<file path="src/rtl/bypass_stream_checker.sv">
// Lock-step comparator for the dual-channel bypass: the golden and checked
// streams each go into their own FIFO, pairs pop together and are compared
// in order. Provides per-compare results, saturating counters, first-mismatch
// capture and sticky overflow flags.

// Per-channel FIFO. The head word is read combinationally. push/pop are
// accounted at the same edge, so a full FIFO accepts a push when it also pops.
module bsc_fifo #(
   parameter int unsigned DATA_W = 64,
   parameter int unsigned DEPTH  = 8
) (
   input  logic                    clk,
   input  logic                    rst_n,
   input  logic                    clear,
   input  logic                    push,
   input  logic                    pop,
   input  logic [DATA_W-1:0]       wr_data,
   output logic [DATA_W-1:0]       rd_data,
   output logic [$clog2(DEPTH):0]  level,
   output logic                    full,
   output logic                    empty
);
   localparam int unsigned AW = $clog2(DEPTH);
   localparam logic [AW:0] FULL_LVL = (AW+1)'(DEPTH);

   logic [DATA_W-1:0] mem [DEPTH];
   logic [AW-1:0]     wr_ptr;
   logic [AW-1:0]     rd_ptr;
   logic              accept;

   assign full    = (level == FULL_LVL);
   assign empty   = (level == '0);
   assign accept  = push && (!full || pop);
   assign rd_data = mem[rd_ptr];

   // Pointer and occupancy bookkeeping; clear overrides any push/pop.
   always_ff @(posedge clk or negedge rst_n) begin
      if (!rst_n) begin
         wr_ptr <= '0;
         rd_ptr <= '0;
         level  <= '0;
      end else if (clear) begin
         wr_ptr <= '0;
         rd_ptr <= '0;
         level  <= '0;
      end else begin
         if (accept) wr_ptr <= wr_ptr + 1'b1;
         if (pop)    rd_ptr <= rd_ptr + 1'b1;
         level <= level + (AW+1)'(accept) - (AW+1)'(pop);
      end
   end

   // Storage write; needs no reset since occupancy gates every read.
   always_ff @(posedge clk) begin
      if (accept && !clear) mem[wr_ptr] <= wr_data;
   end
endmodule

</file>
<file path="config.mk">
export PLATFORM = sky130hd
export DESIGN_NAME = bsc_fifo
export DESIGN_NICKNAME = d
export VERILOG_FILES = /design/src/rtl/bypass_stream_checker.sv
export SDC_FILE = /design/constraint.sdc
export NUM_CORES = 1
export LEC_CHECK = 0
export ABC_AREA = 1
export CAP_MARGIN = 40
export CORE_MARGIN = 5
export CORE_UTILIZATION = 40
export CTS_BUF_LIST = sky130_fd_sc_hd__clkbuf_4
export DETAILED_ROUTE_END_ITERATION = 10
export HOLD_SLACK_MARGIN = 0.06
export PLACE_DENSITY = 0.65
export SLEW_MARGIN = 20
export SYNTH_ARGS = -nofsm -noshare
export SYNTH_HDL_FRONTEND = slang
export SYNTH_SLANG_ARGS = --single-unit
</file>
<file path="constraint.sdc">
create_clock -name clk -period 5.3 [get_ports clk]
set_input_delay 1.06 -clock clk [delete_from_list [all_inputs] [get_ports clk]]
set_output_delay 1.06 -clock clk [all_outputs]
set_load 0.02 [all_outputs]
</file>
Yosys cells after proc, flatten, opt, wreduce, memory -nomap -nowiden
Memory sizes are Yosys's and may differ from the RTL's.
Index checks and enable logic that the tools add are counted.
Storage, ports and cells
  input bits: 69
  word-level logic and storage cells: 24
  register bits after elaboration: 10
  output and inout bits: 70
  memories: 1
  bits in writable memories: 512
Memory list
  mem: depth 8, bits a word 64, read ports 1, clocked after memory_dff 0, write ports 1, line 26  | logic [DATA_W-1:0] mem [DEPTH];
Operators by class
  multiplexer cells: 7
  add/subtract/negate cells: 4
  eq/ne operators: 1
  reduce and logical (&&, ||, !) cells: 8
Operator list (count)
  $mux 3: 4
  $add 3x1->3 const B: 2
  $add 4x1->4: 1
  $eq 4x4->1 const B: 1
  $logic_not 4->1: 1
  $mux 4: 1
  $reduce_bool 2->1: 2
  $sub 4x1->4: 1
  $logic_and 1x1->1: 2
  $logic_not 1->1: 2
  $mux 1: 2
  $logic_or 1x1->1: 1

Longest topological paths before layout
Gate-level depths: netlist of the first run.
  depth after elaboration: 7
  gate-level depth with buffers: 10
  depth with buffers taken out: 10

Worst setup path before layout of the first run
Ideal clock, no wire load.
  path kind: input to register
  start point: input pop
  end point: memory mem[0][0] (enable)
  setup time: 0.487 ns
  path buffers: 0
  arrival: 4.216 ns
  setup slack: 0.597 ns
  cell stages on the path: 4
  path through: inv_1 nand3_1 nand3_1 nor2_1
On the way
  longest elaborated chain between the ends: 5
RTL lines
  from (decl): line 16  | input logic pop,
  $logic_or 1x1->1: line 33  | assign accept = push && (!full || pop);
  $logic_and 1x1->1: line 33
  $logic_and 1x1->1: line 55  | if (accept && !clear) mem[wr_ptr] <= wr_data;
  $mux 1: line 55
  $mux 1 (not written as such): line 55
  to (decl): line 26
Every way passes these cells.

Worst setup path in the final report of the first run
  start point: register rd_ptr[1]
  end point: output rd_data[30]
On the way
  longest elaborated chain between the ends: 1
RTL lines
  from (decl): line 28  | logic [AW-1:0] rd_ptr;
  from (signal assigned): line 48  | if (pop) rd_ptr <= rd_ptr + 1'b1;
  $mem_v2 8x64
  to (decl): line 18  | output logic [DATA_W-1:0] rd_data,
Every way passes these cells.

==> summary.txt, run 1 <==
Status - complete, no violations
Leakage Power - 12.1 nW
CP arrival - 3.61 ns
Worst skew pair latency - 0.84 ns
Vias in the first global route - 15800
Antenna viol nets, final - 0
CP Max Fanout - 57
Seq cells post-synth - 522
Num rows - 87
Die Ht - 250 µm
F_max - 214 MHz
Slew margin rel. - 52.1%
Gr usage total - 16.6%
Initial Util - 40.5%
Cell family with most CP delay - buffers and inverters
First-pass GRT wire length - 83000 µm
Initial drt markers - 1150
Tightest Hold Check Type - input port to asynchronous set/reset pin
Final min period - 4.67 ns
Initial antenna violation count - 7
Max-cap violations - 0
Crit path top cell by count - nand2_1
Clock Sink Count - 522
Final Cycle Share - 88.1%
TritonCTS clock tree - built
Post-CTS Resized - 0
Hold-fix buffers, CTS - 0
GP Congestion - 0.748
Post-synthesis sequential area ratio - 68.0%
Largest net degree at the start of global routing - 82
IO buf count - 138
Setup Buffers After CTS - 0
Syn-to-layout area delta - 17.0%
Synth cell types - 22
Slowest CP cell - dfrtp_4
DP HPWL - 29500 µm
Final setup violation count - 0
Sum Neg Setup Slack - 0 ns
DRC errors left - 0
Worst path bufs/invs - 3
Die area - 62400 µm²
Vias - 15500
Chip Width - 250 µm
Vias per Instance - 4.62
Pwr per Cell Area - 344 nW/µm²
Mapped Nets - 2377
Power Total - 9.25 mW
Mapped Area - 23000 µm²
Final Util - 47.4%
Number of warnings issued by yosys - 0
Crit-path max cell delay - 0.71 ns
Clk_skew - 0.0251 ns
PnR worst setup slack - 0.630 ns
Post-synth top flop - edfxtp_1
Share of cells above drive strength 1 - 9.67%
Worst Setup Start Kind - flip-flop
H-tree depth - 4
Number of enable flip-flop cells after synthesis - 512
Mapped Avg Cell Area - 10.0 µm²
Number of buffers created by CTS - 135
Slew Limit Fails - 0
RSZ-0062 raised after global routing - no
Crit-path cells - inv_4 -> buf_4 -> nand3_1 -> nand2_1 -> nand2_1 -> nand2_1 -> clkdlybuf4s50_1
Wire length per cell - 15.6 µm
I/O Pins - 139
DRT Wirelength - 52400 µm
Slew @ Worst Pin - 0.718 ns
Core area - 56700 µm²
Cells after Synth - 2300
Clock Path Buffers - 3
Pre-CTS setup slack - 1.42 ns
Nets - 2582
GR Overflow Total - 0
Worst vdd ir - 0.209 mV
Clock slew at reported path FFs - 0.06 ns
Kind of end point of the critical path - primary output
DR pass1 iterations - 5
Worst Setup SP - rd_ptr[1]$_DFFE_PN0P_
Root Buffer - clkbuf_4
Critical Path RT - 4.24 ns
Async S/R FF share, synth - 1.92%
Critical path class - flip-flop to primary output
Min Hold Slack - 0.623 ns
Final Hold Vio Count - 0
Critical R2R Launch - level[2]$_DFF_PN0_
## worst paths after layout
path,slack [ns],depth (start not counted),to
worst min register to register,0.66,2,wr_ptr[1]$_DFFE_PN0P_
worst max-delay path,0.63,7,rd_data[30]
worst min-delay path,0.62,1,rd_ptr[0]$_DFFE_PN0P_
max in group asynchronous,4.21,1,rd_ptr[1]$_DFFE_PN0P_
worst max register to register,2.92,7,mem[4][24]$_DFFE_PP_
min in group clk,0.66,2,wr_ptr[1]$_DFFE_PN0P_
## per-layer routing
metal,share of wire [%],vias to the layer above,track usage [%]
met5,0.12,-,0
met4,1.9,10,5.46
met3,5.8,86,4.37
met2,48,362,27.9
met1,44,7402,21.2
li1,-,7645,-
## final cells by class
class                   instances  area, µm²
clock buffers                 197       1480
clock inverters                31        223
multi-input cells            1151       4830
inverters                     527       1990
flip-flops and latches        522      15600
diodes                          3       7.51
repair buffers                168       1800
well taps                     756        946
fillers                      5103      29800
## state kept, by name, indices dropped and copies added, names as in the netlist
signal / cells
level: 4
mem: 512
rd_ptr: 3
wr_ptr: 3
## where the power goes
part | switching (mW) | leakage, nW | internal, mW | total, mW
clock | 1.56 | 1.02 | 1.89 | 3.44
sequential | 0.0409 | 4.75 | 4.63 | 4.68
combinational | 0.715 | 6.37 | 0.415 | 1.13
total | 2.31 | 12.1 | 6.94 | 9.25
## cell families after synthesis
group                      synth area share [%]
DFF                                        68.0
xor gates and xnor gates                 0.0381
and+or+nand+nor                            20.1
adders and majority gates                 0.468
buffers and inverters                      11.3
AOI/OAI and AO/OA                         0.163
## cell usage in the layout, fill, tap and decap left out
cell type and n:
a211oi_1 1, a21oi_1 4, buf_12 10, buf_16 3, buf_4 16, buf_8 1, bufinv_16 4, clkbuf_4 197
clkdlybuf4s50_1 138, clkinv_1 23, clkinv_2 1, dfrtp_1 7, dfrtp_4 3, diode_2 3, edfxtp_1 512, fa_1 1
ha_1 7, inv_1 523, inv_2 5, inv_4 1, inv_6 1, nand2_1 845, nand3_1 270, nand4_1 3
nor2_1 7, nor2_4 8, nor3b_1 1, o21ai_0 2, or2_2 1, xnor2_1 1
## stage by stage
stage | instance area, µm² | cells
floorplan | 23000 | 2300
global placement | 25100 | 3118
detailed placement | 25100 | 3121
CTS | 26800 | 3349
global route | 26900 | 3354
finish | 26900 | 3355
## cells in the mapped netlist, types with 2 or more instances
master / count / area share [%]
buf_1: 4 / 0.065
a21oi_1: 4 / 0.087
dfrtp_1: 10 / 1.1
buf_4: 19 / 0.62
edfxtp_1: 512 / 67
nand4_1: 3 / 0.082
clkbuf_1: 11 / 0.18
nand3_1: 270 / 5.9
o21ai_0: 2 / 0.044
inv_1: 525 / 8.6
nand2_1: 845 / 14
buf_6: 15 / 0.73
ha_1: 7 / 0.38
buf_2: 51 / 1.1
nor2_1: 15 / 0.24
(Power assumes the default switching activity.)
==> run 2, diff against run 1 <==
Settings changed: CAP_MARGIN 40 to 20, RECOVER_POWER set to 50.
==> run 2 against run 1 <==
The run now ends with max-capacitance violations, max-slew violations left. Sequential cell count did not move. Register-to-register slack lost 1.3 ns. Clock power decreased by 2%. Power is 1.1% lower. Cell count hardly changed. Wire length barely moved. Clock skew is 0.016 ns higher. Highest routed layer unchanged.
==> summary.txt, run 2 (same netlist as run 1, synthesis figures left out) <==
CP Max Fanout - 57
Gr usage total - 16.7%
I/O Pins - 139
Root Buffer - clkbuf_4
Critical R2R Capture - mem[0][27]$_DFFE_PP_
Status - complete, but fails checks
Cells after DPL - 3118
Largest register FFs - 512
Commonest non-fill, non-tap cell in the layout - nand2_1
Commonest cells after routing, fill and taps aside - nand2_1 (845), inv_1 (523), edfxtp_1 (512)
Slew margin rel. - -45.2%
Final Non-Filler Cells - 3354
Worst Hold Endpoint - wr_ptr[0]$_DFFE_PN0P_
Reg2reg setup slack - 1.60 ns
Post-CTS Resized - 0
Slew Limit Fails - 221
Leakage Power - 12.1 nW
Antenna viol nets, final - 0
Largest net degree at the start of global routing - 98
Die Ht - 250 µm
Vias - 15600
Vias in the first global route - 15900
WHS Path Cells - 2
DR pass1 iterations - 5
Worst vdd ir - 0.196 mV
Tightest Hold Check Type - flip-flop to flip-flop
Pwr per Cell Area - 343 nW/µm²
TritonCTS clock tree - built
F_max - 213 MHz
Num rows - 87
Worst skew pair latency - 0.84 ns
Clock Sink Count - 522
DRT Wirelength - 52400 µm
H-tree depth - 4
DRC errors left - 0
Slew @ Worst Pin - 2.18 ns
Sum Neg Setup Slack - 0 ns
Nets - 2578
Kind of end point of the critical path - primary output
Multi-input gate area - 4830 µm²
Clock slew at reported path FFs - 0.05 ns
RSZ-0062 raised after global routing - no
Clk_skew - 0.0406 ns
Pre-CTS setup slack - 1.38 ns
Core area - 56700 µm²
Worst Setup Start Kind - flip-flop
Vias per Instance - 4.65
Clock Path Buffers - 3
Critical path class - flip-flop to primary output
First-pass GRT wire length - 83200 µm
Failing checks - max-capacitance violations, max-slew violations
Wire length per cell - 15.6 µm
PnR worst setup slack - 0.594 ns
FF+latch area - 15600 µm²
Path depth of the worst reg2reg path - 6
Initial antenna violation count - 14
Share of cells above drive strength 1 - 9.64%
Largest Register - mem
Final Cycle Share - 88.8%
Critical R2R Launch - level[2]$_DFF_PN0_
Initial Util - 40.5%
Max-cap violations - 4
Final setup violation count - 0
GP Congestion - 0.748
GR Overflow Total - 0
DP HPWL - 28900 µm
Chip Width - 250 µm
CP arrival - 3.65 ns
Final Hold Vio Count - 0
Critical Path RT - 4.24 ns
Hold Path Origin - wr_ptr[0]$_DFFE_PN0P_
Final min period - 4.71 ns
Power Total - 9.15 mW
IO buf count - 138
Initial drt markers - 1081
Largest regs - mem x512, level x4
Hold-fix buffers, CTS - 0
Setup Buffers After CTS - 0
Syn-to-layout area delta - 16.1%
Fillers - 5134
Number of buffers created by CTS - 137
Die area - 62400 µm²
==> run 2: cell types whose count changed in the layout (fill, tap and decap cells not counted), sizes merged <==
cell           previous run  this run
buf                      30        20
diode                     3         4
dlygate4sd3               0        68
clkdlybuf4s50           138        70
inv                     530       532
clkbuf                  197       205
bufinv                    4         2
==> run 2: where the power goes <==
part	internal (mW)	switching [mW]	total (mW)
clock network	1.82	1.55	3.37
logic	0.386	0.711	1.10
registers	4.64	0.0407	4.68
==> run 2: worst max path at each step <==
stage,slack (ns),to,startpoint
final,0.59,rd_data[35],rd_ptr[1]$_DFFE_PN0P_
after floorplan,0.60,mem[0][0]$_DFFE_PP_,pop
after global routing,0.34,rd_data[35],rd_ptr[1]$_DFFE_PN0P_
after global placement,1.40,rd_data[41],rd_ptr[1]$_DFFE_PN0P_
after detailed placement,1.38,rd_data[35],rd_ptr[1]$_DFFE_PN0P_
after CTS,0.46,rd_data[35],rd_ptr[1]$_DFFE_PN0P_
==> run 2: metrics by stage <==
stage	utilization (%)	hold slack (ns)	instance area (µm²)
2_1_floorplan	-	0.575	23000
3_3_place_gp	44.2	0.624	25100
3_5_place_dp	44.2	0.654	25100
4_1_cts	47.1	0.534	26700
5_1_grt	47.1	0.659	26700
6_report	47.1	0.660	26700
==> run 2: cell type report <==
type                       count  share of cell area, %
sequential                   522                   58.6
multi-input combinational   1151                   18.1
inverter                     527                   7.44
timing repair buffer         162                   6.04
clock buffer                 201                   5.65
tap                          756                   3.54
clock inverter                31                  0.647
antenna                        4                 0.0375
==> run 2: critical path, stage by stage (launching register included) <==
cell             delay (ns)
dfrtp_4                0.71
inv_4                  0.62
buf_4                  0.45
nand3_1                0.15
nand2_1                0.09
nand2_1                0.05
nand2_1                0.12
clkdlybuf4s50_1        0.62
==> run 2: per-layer routing <==
metal	wire, µm	up-vias	global-route usage [%]
met5	111	-	0
met4	1020	16	6.32
met3	3310	91	4.34
met2	25600	420	27.8
met1	22400	7419	21.0
li1	-	7649	-
==> run 3, diff against run 2 <==
Settings changed: SKIP_LAST_GASP set to 1, SLEW_MARGIN 20 to 10, TNS_END_PERCENT set to 10.
==> results of run 3 <==
Final layout, timing and power as in run 2 (identical DEF).
